**src/rtl/test_status_scheduler_rr_pick.sv**
```systemverilog
// rr_pick: combinational round-robin finder. Returns the first set pend bit
// found scanning rr_ptr+1, rr_ptr+2, ... with explicit wrap at N, so N need
// not be a power of two.
module rr_pick #(
    parameter int N  = 4,
    parameter int IW = (N > 1) ? $clog2(N) : 1
) (
    input  logic [N-1:0]  pend,
    input  logic [IW-1:0] rr_ptr,
    output logic          any,
    output logic [IW-1:0] gnt_idx
);

    // Scan from farthest to nearest so the nearest candidate is assigned last and wins
    always_comb begin
        int idx;
        // NOTE: every output gets a default before the loop; a path that leaves
        // any or gnt_idx unassigned would infer a latch.
        any     = 1'b0;
        gnt_idx = '0;
        idx     = 0;
        for (int k = N; k >= 1; k--) begin
            idx = int'(rr_ptr) + k;
            if (idx >= N) begin
                idx = idx - N;
            end
            if (pend[idx]) begin
                any     = 1'b1;
                gnt_idx = IW'(idx);
            end
        end
    end

endmodule

```
**config.mk**
```make
export PLATFORM = sky130hd
export DESIGN_NAME = rr_pick
export DESIGN_NICKNAME = d
export VERILOG_FILES = /design/src/rtl/test_status_scheduler_rr_pick.sv
export SDC_FILE = /design/constraint.sdc
export NUM_CORES = 1
export LEC_CHECK = 0
export ABC_AREA = 1
export ABC_CLOCK_PERIOD_IN_PS = 2580
export CORE_AREA = 2 2 39 41
export DETAILED_ROUTE_END_ITERATION = 7
export DIE_AREA = 0 0 41 43
export SETUP_SLACK_MARGIN = 0.02
export SYNTH_ARGS = -nofsm -noshare
export SYNTH_HDL_FRONTEND = slang
export SYNTH_SLANG_ARGS = --single-unit
```
**constraint.sdc**
```tcl
create_clock -name vclk -period 2.58
set_clock_uncertainty 0.05 [all_clocks]
set_input_delay 0.516 -clock vclk [all_inputs]
set_output_delay 0.516 -clock vclk [all_outputs]
set_load 0.02 [all_outputs]
```
After elaboration in Yosys (flattened, before gate mapping)
Cells that the tools add are included.
{"block": "word_totals", "elab_cells": 40, "out_inout_bits": 3, "inputBits": 6, "ff_bits": 0}
{"block": "op_classes", "mux": 24, "n_addsub": 8, "magnitude_cmp": 8}
{"cell": "$lt 32x4->1 const B", "n": 4}
{"cell": "$mux 32", "n": 4}
{"cell": "$mux 1", "n": 12}
{"cell": "$sub 3x3->4 const B", "n": 3}
{"cell": "$ge 3x3->1 const B", "n": 3}
{"cell": "$bmux 1 s2", "n": 4}
{"cell": "$mux 2", "n": 4}
{"cell": "$add 2x2->3 const B", "n": 2}
{"cell": "$sub 4x3->5 const B", "n": 1}
{"cell": "$add 2x3->4 const B", "n": 1}
{"cell": "$ge 4x3->1 const B", "n": 1}
{"cell": "$add 2x1->3 const B", "n": 1}

Logic depth before layout (Yosys ltp)
{"block": "depth", "depth_word": 10, "ltp_mapped": 10, "mapped_depth_nobuf": 9}

Worst setup path after synthesis
No wires, ideal clock.
{"block": "synth_timing", "path_type": "input -> output", "start": "input rr_ptr[0]", "end": "output gnt_idx[1]", "required_ns": 2.014, "n_path_buf": 1, "path_stages": 6, "arrival_time_ns": 1.335, "slack_ns": 0.679, "cell_sequence": "buf_6 > o21ai_1 > nand2_1 > nand2_1 > nand3_1 > a21boi_1"}
{"block": "synth_via", "elab_chain_cells": 10, "elab_cells_between_ends": 32, "classes_between": "add/sub: 8; order compare: 4; mux: 20"}
{"item": "from (decl)", "line": "9", "text": "input logic [IW-1:0] rr_ptr,"}
{"item": "$add 2x3->4", "line": "23", "text": "idx = int'(rr_ptr) + k;"}
{"item": "$sub 4x3->5 or $ge 4x3->1 (tied branches)", "line": "25, 24"}
{"item": "$mux 32", "line": "24", "text": "if (idx >= N) begin"}
{"item": "$bmux 1 s2", "line": "27", "text": "if (pend[idx]) begin"}
{"item": "$mux 1 (implied by the code) (2 in a row)", "line": "27"}
{"item": "$mux 2 (3 in a row)", "line": "27"}
{"item": "$mux 2 (*)", "line": "27"}
{"item": "to (decl)", "line": "11", "text": "output logic [IW-1:0] gnt_idx"}
Every way passes the cells marked *; elsewhere a longest branch is shown, timed or not. The select of a mux whose other input is x is not followed.

Final worst setup path
{"block": "layout_timing", "start": "input rr_ptr[0]", "end": "output any"}
{"block": "layout_via", "elab_chain_cells": 10, "elab_cells_between_ends": 32, "classes_between": "add/sub: 8; order compare: 4; mux: 20"}
{"item": "$add 2x3->4", "line": "23"}
{"item": "$sub 4x3->5 or $ge 4x3->1 (tied branches)", "line": "25, 24"}
{"item": "$mux 32", "line": "24"}
{"item": "$bmux 1 s2", "line": "27"}
{"item": "$mux 1 (implied by the code) (2 in a row)", "line": "27"}
{"item": "$mux 1 (3 in a row)", "line": "27"}
{"item": "$mux 1 (*)", "line": "27"}
{"item": "to (decl)", "line": "10", "text": "output logic any,"}
Marks and branches as above.

==> flow_summary_export.csv <==
group,metric,value,unit
grt,grt_first_pass_wirelength,1028,µm
grt,grt_pass1_vias,258,
sta,slew_headroom,0.8663,
place,portBuffers,9,
sta,fin_crit_sh,0.9511,
synthesis,syn_inst,51,
die,num_rows,14,
final_layout,layout_common_cells,"22 x nand2_1, 8 x nand2_2, 6 x inv_1, 6 x clkdlybuf4s50_1, 4 x nand3_1",
worst_hold_path,hp-start,"rr_ptr[1]",
power_and_ir_drop,power,71.36,µW
grt,grt_max_degree,11,
die,start_util,0.1781,
run,cap_violations,0,
route,wl,508,µm
setup_path,crit_type,"input port to output port",
final_layout,area_growth,46.19,%
sta,min_period,2.454,ns
route,vias_per_cell,3.962,
die,die_h,43,µm
setup_path,startpoint,"rr_ptr[0]",
run_status,outcome,"finished, final reports clean",
setup_path,crit_path_cell_trace,"clkdlybuf4s50_1 > buf_6 > inv_6 > nand2_2 > nand2_2 > buf_4 > nor2_1 > nand2_1 > dlygate4sd2_1",
final_layout,drive_gt1_frac,0.3065,
die,fp.dieArea,1763,µm²
die,die_x,41,µm
setup_path,crit_path_start_kind,"input port",
route,antenna_left,0,
setup_path,required,2.01,ns
final_layout,fillers,161,
final_layout,seq_area,0,µm²
route,drtPass1Iterations,4,
final_layout,finalNetCount,70,
final_layout,seq_cells,0,
synthesis,synth_warnings,0,
final_layout,diodes,0,
synthesis,avgSynthCellArea,4.833,µm²
setup_path,path_delay_family,"buffers and inverters",
final_layout,clkbuf_count,0,
route,num_vias,309,
clock_tree,cts_hold_buf,0,
sta,worst_pin_slew,0.1993,ns
die,io_pins,9,
route,drc,0,
die,core_region_area,1384,µm²
grt,antenna_found_initial,0,
sta,finalMaxSlewViolations,0,
final_layout,layout_commonest_cell,"nand2_1",
sta,max_freq,407.5,MHz
route,drt-wirelength-per-cell,6.513,µm
setup_path,cp-end-kind,"output port",
power_and_ir_drop,power_density,198.0,nW/µm²
power_and_ir_drop,ir_drop,0.05427,mV
grt,gr-total-overflow,0,
setup_path,slowest_stage,"clkdlybuf4s50_1",
clock_tree,post-cts-setup-buffers,0,
synthesis,seq_area_frac_synth,0,
place,gp_congestion,0.7702,
setup_path,cp.buffers_inverters,5,
clock_tree,cts_resized,4,
place,dp_hpwl,449.4,µm
setup_path,crit_arrival,1.89,ns
setup_path,slowest_delay,0.47,ns
worst_hold_path,holdCritPathClass,"input port to output port",
sta,setup_viol,0,
sta,tns,0,ns
synthesis,netlist_area,246.5,µm²
power_and_ir_drop,leakage,0.2071,nW
synthesis,syn_nets,57,
setup_path,crit_fanout,10,
final_layout,multi_input_area,196.4,µm²
synthesis,yosysUniqueCellTypes,13,
route,detailedRoute.firstIterationViolations,10,
setup_path,crit_top_cell,"nand2_2",
sta,hold_viol,0,
grt,grt_usage,0.07592,
sta,rsz0062_at_grt,"false",
==> routing by layer <==
metal	track usage	vias up	routed length (µm)
li1	-	175	-
met4	0	0	0
met5	0	-	0
met2	0.1219	9	243
met3	0	0	24
met1	0.1171	125	240
==> cell families after synthesis <==
group / synth area share
simple gates: 0.7107
buf+inv: 0.2031
compound gates: 0.08629
==> report_power, final <==
part | leakage [nW] | internal (mW) | switching [mW]
logic | 0.207 | 0.0318 | 0.0395
clock network | 0 | 0 | 0
registers | 0 | 0 | 0
==> metrics by stage <==
step	std cells	area, µm²	util	hold WS [ns]	setup WS (ns)
2_1_floorplan	51	246.5	-	1.249	0.6794
3_3_place_gp	78	367.9	0.2658	2.215	-0.2658
3_5_place_dp	78	367.9	0.2658	2.227	-0.2733
4_1_cts	78	365.4	0.2640	2.011	0.008388
5_1_grt	78	360.3	0.2604	1.977	0.04020
6_report	78	360.3	0.2604	1.897	0.1261
==> area by class of cell <==
type / instances / share of cell area
Inverter: 9 / 0.1076
Multi-Input combinational cell: 41 / 0.5451
Tap cell: 16 / 0.05556
Timing Repair Buffer: 12 / 0.2917
==> worst paths after layout <==
check | endpoint | cells past startpoint
min | gnt_idx[1] | 6
max | any | 9
==> synth_stat cells <==
cell / n / area (µm²)
and2_4: 1 / 8.760
nor2_2: 1 / 6.260
nand2_1: 22 / 82.58
inv_2: 2 / 7.510
a21boi_1: 1 / 7.510
nand3_1: 4 / 20.02
nor2_1: 2 / 7.510
o21ai_1: 1 / 5.000
o21ai_2: 1 / 8.760
inv_1: 6 / 22.52
buf_6: 1 / 11.26
nand2_2: 8 / 50.05
inv_6: 1 / 8.760
==> tightest hold or removal path: stages <==
cell and delay (ns):
clkdlybuf4s50_1 0.50, nand2_1 0.12, nand2_1 0.04, nand3_1 0.05, a21boi_1 0.05, clkbuf_2 0.15
Note: power is estimated with default switching activity, not from simulation.
